==> src/rtl/if_align_stage.sv <==
`default_nettype none
// +------------------------------------------------------------------------+
// | if_align_stage                                                         |
// | IF stage: fetch address generation, 16/32-bit realignment through a    |
// | one-halfword carry buffer, and IF/ID register. Optional performance    |
// | counters under macro IF_PERF_CNT_EN.                                   |
// | Revision: 1.0                                                          |
// +------------------------------------------------------------------------+
module if_align_stage #(
  parameter logic [31:0] RESET_PC = 32'h0000_0000,
  parameter logic [31:0] NOP      = 32'h0000_0013
) (
  input  logic        clk,
  input  logic        rst_n,
  input  logic        stall,
  input  logic        if_stall,
  input  logic        jump,
  input  logic [31:0] new_pc,
  output logic        ic_ren,
  output logic [29:0] ic_addr,
  input  logic [31:0] ic_rdata,
  input  logic        ic_stall,
  output logic [31:0] ins,
  output logic [31:0] pc,
  output logic [31:0] pc_4,
  output logic        is_c,
  output logic        ins_valid,
  output logic [31:0] perf_bubbles,
  output logic [31:0] perf_flushes
);

  logic [15:0] hbuf_q, hbuf_d;
  logic        hvalid_q, hvalid_d;
  logic [31:0] spc_q, spc_d;
  logic [29:0] fpc_q, fpc_d;
  logic [31:0] ins_q, ins_d;
  logic [31:0] pc_q, pc_d;
  logic [31:0] pc_4_q, pc_4_d;
  logic        is_c_q, is_c_d;
  logic        ins_valid_q, ins_valid_d;

  logic        hbuf_c;
  logic        word_acc;
  logic        issue;
  logic [31:0] iss_ins;
  logic        iss_c;
  logic [31:0] iss_step;

  // A compressed instruction already in the buffer needs no new word.
  assign hbuf_c   = (hbuf_q[1:0] != 2'b11);
  assign ic_ren   = rst_n & ~(hvalid_q & hbuf_c);
  assign ic_addr  = fpc_q;
  assign word_acc = ic_ren & ~ic_stall & ~stall & ~if_stall & ~jump;

  always_comb begin
    hbuf_d      = hbuf_q;
    hvalid_d    = hvalid_q;
    spc_d       = spc_q;
    fpc_d       = fpc_q;
    ins_d       = ins_q;
    pc_d        = pc_q;
    pc_4_d      = pc_4_q;
    is_c_d      = is_c_q;
    ins_valid_d = ins_valid_q;
    issue       = 1'b0;
    iss_ins     = NOP;
    iss_c       = 1'b0;
    iss_step    = 32'd4;

    if (stall) begin
      // Global hold; a concurrent jump is re-presented by ID later.
    end else if (jump) begin
      ins_d       = NOP;
      ins_valid_d = 1'b0;
      is_c_d      = 1'b0;
      hvalid_d    = 1'b0;
      spc_d       = new_pc & 32'hFFFF_FFFE;
      fpc_d       = new_pc[31:2];
    end else if (!if_stall) begin
      if (hvalid_q && hbuf_c) begin
        issue    = 1'b1;
        iss_ins  = {16'h0000, hbuf_q};
        hvalid_d = 1'b0;
      end else if (hvalid_q && word_acc) begin
        issue   = 1'b1;
        iss_ins = {ic_rdata[15:0], hbuf_q};
        hbuf_d  = ic_rdata[31:16];
        fpc_d   = fpc_q + 30'd1;
      end else if (word_acc && !spc_q[1]) begin
        issue = 1'b1;
        fpc_d = fpc_q + 30'd1;
        if (ic_rdata[1:0] != 2'b11) begin
          iss_ins  = {16'h0000, ic_rdata[15:0]};
          hbuf_d   = ic_rdata[31:16];
          hvalid_d = 1'b1;
        end else begin
          iss_ins = ic_rdata;
        end
      end else if (word_acc) begin
        // Halfword-aligned target: the lower half of the word is not ours.
        fpc_d = fpc_q + 30'd1;
        if (ic_rdata[17:16] != 2'b11) begin
          issue   = 1'b1;
          iss_ins = {16'h0000, ic_rdata[31:16]};
        end else begin
          hbuf_d   = ic_rdata[31:16];
          hvalid_d = 1'b1;
        end
      end

      iss_c    = (iss_ins[1:0] != 2'b11);
      iss_step = iss_c ? 32'd2 : 32'd4;

      if (issue) begin
        ins_d       = iss_ins;
        pc_d        = spc_q;
        pc_4_d      = spc_q + iss_step;
        spc_d       = spc_q + iss_step;
        is_c_d      = iss_c;
        ins_valid_d = 1'b1;
      end else begin
        ins_d       = NOP;
        ins_valid_d = 1'b0;
        is_c_d      = 1'b0;
      end
    end
  end

  always_ff @(posedge clk) begin
    if (!rst_n) begin
      hbuf_q      <= 16'h0000;
      hvalid_q    <= 1'b0;
      spc_q       <= RESET_PC & 32'hFFFF_FFFE;
      fpc_q       <= RESET_PC[31:2];
      ins_q       <= NOP;
      pc_q        <= 32'h0000_0000;
      pc_4_q      <= 32'h0000_0000;
      is_c_q      <= 1'b0;
      ins_valid_q <= 1'b0;
    end else begin
      hbuf_q      <= hbuf_d;
      hvalid_q    <= hvalid_d;
      spc_q       <= spc_d;
      fpc_q       <= fpc_d;
      ins_q       <= ins_d;
      pc_q        <= pc_d;
      pc_4_q      <= pc_4_d;
      is_c_q      <= is_c_d;
      ins_valid_q <= ins_valid_d;
    end
  end

  assign ins       = ins_q;
  assign pc        = pc_q;
  assign pc_4      = pc_4_q;
  assign is_c      = is_c_q;
  assign ins_valid = ins_valid_q;

`ifdef IF_PERF_CNT_EN
  logic        bubble_evt;
  logic        flush_evt;
  logic [31:0] perf_bubbles_q, perf_bubbles_d;
  logic [31:0] perf_flushes_q, perf_flushes_d;

  // Holds and flushes are not counted as bubbles.
  assign bubble_evt = ~stall & ~jump & ~if_stall & ~issue;
  assign flush_evt  = ~stall & jump;

  always_comb begin
    perf_bubbles_d = perf_bubbles_q;
    perf_flushes_d = perf_flushes_q;
    if (bubble_evt && (perf_bubbles_q != 32'hFFFF_FFFF))
      perf_bubbles_d = perf_bubbles_q + 32'd1;
    if (flush_evt && (perf_flushes_q != 32'hFFFF_FFFF))
      perf_flushes_d = perf_flushes_q + 32'd1;
  end

  always_ff @(posedge clk) begin
    if (!rst_n) begin
      perf_bubbles_q <= 32'h0000_0000;
      perf_flushes_q <= 32'h0000_0000;
    end else begin
      perf_bubbles_q <= perf_bubbles_d;
      perf_flushes_q <= perf_flushes_d;
    end
  end

  assign perf_bubbles = perf_bubbles_q;
  assign perf_flushes = perf_flushes_q;
`else
  assign perf_bubbles = 32'h0000_0000;
  assign perf_flushes = 32'h0000_0000;
`endif

endmodule
`default_nettype wire
==> config.mk <==
export PLATFORM = sky130hd
export DESIGN_NAME = if_align_stage
export DESIGN_NICKNAME = d
export VERILOG_FILES = /design/src/rtl/if_align_stage.sv
export SDC_FILE = /design/constraint.sdc
export NUM_CORES = 1
export LEC_CHECK = 0
export ABC_AREA = 1
export CORE_ASPECT_RATIO = 1.75
export CORE_MARGIN = 8
export CORE_UTILIZATION = 44
export DETAILED_ROUTE_END_ITERATION = 10
export HOLD_SLACK_MARGIN = 0.08
export PLACE_DENSITY = 0.77
export SETUP_SLACK_MARGIN = 0.15
export SLEW_MARGIN = 0
export SYNTH_ARGS = -nofsm -noshare
export SYNTH_HDL_FRONTEND = slang
export SYNTH_SLANG_ARGS = --single-unit
==> constraint.sdc <==
create_clock -name clk -period 3.4 [get_ports clk]
set_input_delay 0.68 -clock clk [delete_from_list [all_inputs] [get_ports clk]]
set_output_delay 0.68 -clock clk [all_outputs]
set_load 0.02 [all_outputs]
**Yosys cells after proc, flatten, opt, wreduce, memory -nomap -nowiden**

Index checks and enable logic that the tools add are counted.

- Output and inout bits: 193
- Input bits: 70
- Register bits: 177
- Logic and storage cells: 97

- $add $sub $neg: 2
- Equal/unequal tests: 11
- Mux-type cells: 49
- Bitwise gates (word level): 12
- Reduce and logical (&&, ||, !) cells: 14

Operators with widths:

| kind | number |
|---|---|
| 32-bit 2-to-1 mux | 13 |
| 30-bit 2-to-1 mux | 6 |
| 16-bit 2-to-1 mux | 7 |
| 32-bit by 3-bit adder with 32-bit output | 1 |
| 30-bit by 1-bit adder with 30-bit output, second input constant | 1 |
| 1-bit 2-to-1 mux | 22 |
| 2-bit inequality test, second input constant | 5 |
| 4-bit AND reduction | 2 |
| 4-bit nonzero test | 2 |
| 7-bit AND reduction | 1 |
| 1-bit AND | 6 |
| 3-bit inequality test, second input constant | 2 |
| 1-bit NOT | 6 |
| 6-bit AND reduction | 1 |
| 4-bit by 3-bit inequality test with 1-bit output, second input constant | 1 |
| 4-bit inequality test, second input constant | 1 |
| 1-bit logical AND | 3 |
| 3-bit 2-to-1 mux | 1 |
| 3-bit by 2-bit inequality test with 1-bit output, second input constant | 1 |
| 3-bit AND reduction | 1 |
| 3-bit nonzero test | 1 |
| 2-bit by 1-bit inequality test with 1-bit output, second input constant | 1 |
| 2-bit AND reduction | 1 |
| 2-bit nonzero test | 1 |
| 1-bit zero test | 1 |

**Depth between registers and ports, before layout**

- Depth after elaboration: 21
- Gate-level depth with buffers: 23
- Mapped depth without buffers: 23

**Worst setup path before layout**

No wires, ideal clock.

- Kind: input to register
- Start point: in stall
- End point: reg spc_q[17]
- Path buffers: 0
- Arrival time: 3196 ps
- Data required time: 3336 ps
- Library setup time: 64 ps
- Stages: 22
- Path slack: 140 ps
- Path through: nor2_2 > nand2_2 > nor2_8 > nand2_2 > nor2_1 > nand2_1 > nand2_1 > nor2_1 > nand2_1 > ha_1 > inv_1 > fa_1 > nor2_1 > nand2_1 > nor2_1 > inv_1 > nor2_1 > xor2_1 > nand2_1 > nand2_1 > nor2_1 > nor2_1

- Longest elaborated chain between the ends: 17
- Elaborated cells on any way between the ends: 28
- Those cells by class: 1 x add/sub; 1 x eq/ne; 18 x mux; 4 x bitwise; 4 x reduce/logical

RTL lines:

| element | line | RTL |
|---|---|---|
| from (decl) | 15 | `input logic stall,` |
| 1-bit NOT (no line) * | - |  |
| 1-bit AND (3 in a row) | 53 | `assign word_acc = ic_ren & ~ic_stall & ~stall & ~if_stall & ~jump;` |
| 16-bit 2-to-1 mux or 1-bit logical AND (tied branches) | 99, 89 |  |
| 32-bit 2-to-1 mux | 89 | `end else if (word_acc && !spc_q[1]) begin` |
| 32-bit 2-to-1 mux | 84 | `end else if (hvalid_q && word_acc) begin` |
| 32-bit 2-to-1 mux | 80 | `if (hvalid_q && hbuf_c) begin` |
| 32-bit 2-to-1 mux | 79 | `end else if (!if_stall) begin` |
| 32-bit 2-to-1 mux | 72 | `end else if (jump) begin` |
| 32-bit 2-to-1 mux | 70 | `if (stall) begin` |
| 2-bit inequality test | 111 | `iss_c = (iss_ins[1:0] != 2'b11);` |
| 3-bit 2-to-1 mux | 112 | `iss_step = iss_c ? 32'd2 : 32'd4;` |
| 32-bit by 3-bit adder with 32-bit output | 118 | `spc_d = spc_q + iss_step;` |
| 32-bit 2-to-1 mux | 114 | `if (issue) begin` |
| 32-bit 2-to-1 mux | 79 |  |
| 32-bit 2-to-1 mux | 72 |  |
| to (signal assigned) | 133 | `spc_q <= RESET_PC & 32'hFFFF_FFFE;` |
| to (signal assigned) | 143 | `spc_q <= spc_d;` |
| to (decl) | 34 | `logic [31:0] spc_q, spc_d;` |

Every way passes the cells marked *; elsewhere a longest branch is shown, timed or not. The select of a mux whose other input is x is not followed.
A chain may end at the register's enable or synchronous reset.

**Worst setup path in the final report**

- Start point: in stall
- End point: reg spc_q[26]

Same word-level chain as after synthesis.

==> impl_metrics.tcl <==
set metrics [dict create \
    outcome "finished clean" \
    swShare 0.2790 \
    crit_chain "dlymetal6s2s_1 -> nor2_2 -> nand2_4 -> nor3_4 -> nand2_1 -> nand3_1 -> nand3_2 -> nand2_2 -> buf_6 -> inv_1 -> ha_1 -> nand2_1 -> a21oi_2 -> buf_4 -> buf_4 -> nand3b_1 -> inv_2 -> nand2_2 -> nand2_1 -> nand2_1 -> nand2_1 -> nand2_1 -> nor2_1 -> nor2_1" \
    synthCells 1451 \
    cts_buffer_depth 2 \
    fin_area_um2 12250 \
    layout_common_cells "nand2_1, nor2_1, clkdlybuf4s50_1, dfxtp_1, o21ai_0" \
    setup_tns_ns 0 \
    core-area_um2 21230 \
    drc 0 \
    start_util 0.4440 \
    peakVddDrop_v 0.0003135 \
    p_leak_nw 5.066 \
    rows 71 \
    rsz0062_at_grt "no" \
    synthAdderAreaFrac 0.006105 \
    path_max_fanout 4 \
    async_flop_share 0 \
    grt_pass1_wl_um 53070 \
    synth-edff-count 0 \
    fin_crit_sh 0.8927 \
    ys_ff_latch 174 \
    fin_crit_ns 3.035 \
    num_vias 10010 \
    slew_viol_final 0 \
    antenna_cells 0 \
    synth_simple_gate_area_share 0.3011 \
    tritoncts "yes" \
    finalWeightedCongestion 0.9610 \
    multi_input_area_um2 5016 \
    p_per_area_nw_per_um2 416.8 \
    cp_num_buf_inv 6 \
    grt_pass1_vias 9759 \
    fin_util 0.5769 \
    drtAntennaViolNets 0 \
    drive_gt1_frac 0.07405 \
    fin_skew_ns 0.01497 \
    max_freq_mhz 329.5 \
    clock_latency_ns 0.44 \
    grt_max_degree 123 \
    area_delta_synth_final_pct 29.93 \
    cpMaxStageDelayCell "ha_1" \
    p_seq_frac 0.428 \
    tightestPinTransition_ns 1.145 \
    hold_class "flip-flop to flip-flop" \
    final_nets 1722 \
    muxShareOfSynthArea 0 \
    p_int_w 0.003681 \
    grt_usage 0.2563 \
    synth.avg_cell_area_um2 6.497 \
    clock-sinks 174 \
    die-area_um2 26550 \
    path_common_cell "nand2_1" \
    required_ns 3.73 \
    start_kind "input pin" \
    fill_cells 2069 \
    setup_viol 0 \
    switchingPower_w 0.001424 \
    grt_overflow_total 0 \
    synth_top_flop_cell "dfxtp_1" \
    yosysWarnings 0 \
    yosysUniqueCellTypes 42 \
    drt_iter0_drc 787 \
    critPathKind "input pin to flip-flop" \
    ys_seq_area_frac 0.3695 \
    power.total_w 0.005105 \
    place.port_buffers 195 \
    synth_xor_area_frac 0.02415 \
    top_level_ports 263 \
    maxCapViolCount 0 \
    dpl_cell_area_um2 11490 \
    antenna_found_initial 0 \
    die_y_um 209.6 \
    p_comb_frac 0.139 \
    syn_area_um2 9428 \
    dpl.hpwl_um 26320 \
    cp_slowest_stage_delay_ns 0.26 \
    crit_family "simple AND/OR/NAND/NOR gates" \
    cts_root_buf "clkbuf_16" \
    first_pass_iters 7 \
    final_hold_viol_count 0 \
    regArea_um2 3483 \
    die_w_um 126.7 \
    post_drt_wl_per_cell_um 18.01 \
    htree_levels 4 \
    routed_wirelength_um 34510 \
    clkTransAtPathRegs_ns 0.08 \
    worstPathArrival_ns 3.37 \
    cts_buffers 17 \
    clockPowerShare 0.433 \
    end_kind "flip-flop" \
    vias_per_cell 5.226 \
    final_common_cell "nand2_1" \
    synth-compound-area-share 0.1663 \
    ctsHoldBuffers 0 \
    relSlewSlack 0.2366 \
    synth_top_family_by_area "simple AND/OR/NAND/NOR gates" \
]
-- power by group through the flow --
stage / Sequential, W / Clock, W / Combinational, W
final: 0.00218 / 0.00221 / 0.000712
after global routing: 0.00219 / 0.00233 / 0.000777
after CTS: 0.00218 / 0.00223 / 0.000701
after detailed placement: 0.00223 / 0 / 0.000693
after global placement: 0.00223 / 0 / 0.000688
after floorplan: 0.00225 / 0 / 0.000420
-- final timing paths --
check,from,cells after the start,end,slack [ns]
hold / removal,ins[28],2,ins[28],0.46
setup reg to reg,hbuf_q[1],23,spc_q[31],0.37
hold reg to reg,ins[28],2,ins[28],0.46
setup / recovery,stall,24,spc_q[26],0.36
-- state kept, by name, indices dropped and copies added (netlist names) --
signal	cells
ic_addr	30
is_c	1
pc	31
ins	32
ins_valid	1
spc_q	31
hvalid_q	1
hbuf_q	16
pc_4	31
-- cells in the mapped netlist, types with 2 or more instances --
| cell | instances | area (um^2) |
|---|---|---|
| o21ai_1 | 6 | 30.03 |
| nand2_4 | 2 | 22.52 |
| or2_2 | 2 | 12.51 |
| dfxtp_1 | 174 | 3483 |
| nor2_2 | 2 | 12.51 |
| inv_1 | 108 | 405.4 |
| nand4_1 | 12 | 75.07 |
| nand3_1 | 38 | 190.2 |
| nand2_2 | 5 | 31.28 |
| a21oi_1 | 98 | 490.5 |
| a221oi_1 | 2 | 17.52 |
| a31oi_1 | 14 | 87.58 |
| buf_4 | 68 | 510.5 |
| nor3_1 | 20 | 100.1 |
| a21boi_0 | 2 | 15.01 |
| nor2_1 | 245 | 919.6 |
| buf_6 | 6 | 67.56 |
| clkbuf_1 | 38 | 142.6 |
| nand3_2 | 2 | 20.02 |
| nor3b_1 | 2 | 15.01 |
| nand3b_1 | 4 | 30.03 |
| buf_1 | 3 | 11.26 |
| inv_2 | 4 | 15.01 |
| o211ai_1 | 5 | 37.54 |
| buf_2 | 17 | 85.08 |
| o21ai_0 | 171 | 855.8 |
| xnor2_1 | 6 | 52.55 |
| clkinv_1 | 3 | 11.26 |
| nand2_1 | 358 | 1344 |
| ha_1 | 3 | 37.54 |
| xor2_1 | 20 | 175.2 |
-- cell type report --
cell class / instances / area share
clock buffers: 17 / 0.03473
repair buffers: 245 / 0.1913
flip-flops and latches: 174 / 0.2844
inverters: 115 / 0.03524
clock inverters: 15 / 0.01879
well taps: 255 / 0.02605
multi-input cells: 1095 / 0.4095
-- worst min-delay path, stage by stage, from the launching register on --
cell,delay (ns)
dfxtp_1,0.31
nand2_1,0.06
a21oi_1,0.05
-- logic make-up (layout without fill, tap and decap cells) --
group | Yosys count | count (layout)
flops | 174 | 174
fa+ha+maj | 4 | 4
buf+inv | 247 | 392
xor+xnor | 26 | 26
simple gates | 697 | 697
other cells | 1 | 66
compound gates | 302 | 302
-- metal layers --
layer / global-route usage / up-vias / routed length [um]
met4: 0.1802 / 0 / 2234
met2: 0.4639 / 427 / 17690
met1: 0.2572 / 4575 / 12410
met3: 0.05032 / 103 / 2168
li1: - / 4908 / -
met5: 0 / - / 0
-- metrics by stage --
stage | hold slack, ns | worst slack (ns) | cells
after detailed placement | 0.4549 | -0.6258 | 1882
after floorplan | 0.4550 | 0.1419 | 1516
after global routing | 0.4829 | 0.1510 | 1916
after global placement | 0.4520 | -0.5350 | 1882
final | 0.4641 | 0.3647 | 1916
after CTS | 0.4661 | 0.1590 | 1914
-- timing repair --
action | 4_1_cts | 5_1_grt
endpoints found under the setup margin | 37 | 50
buffers inserted | 0 | 2
pin swaps | 5 | 7
endpoints found under the hold margin | 0 | 0
resized for setup | 14 | 12
(Power assumes the default switching activity.)
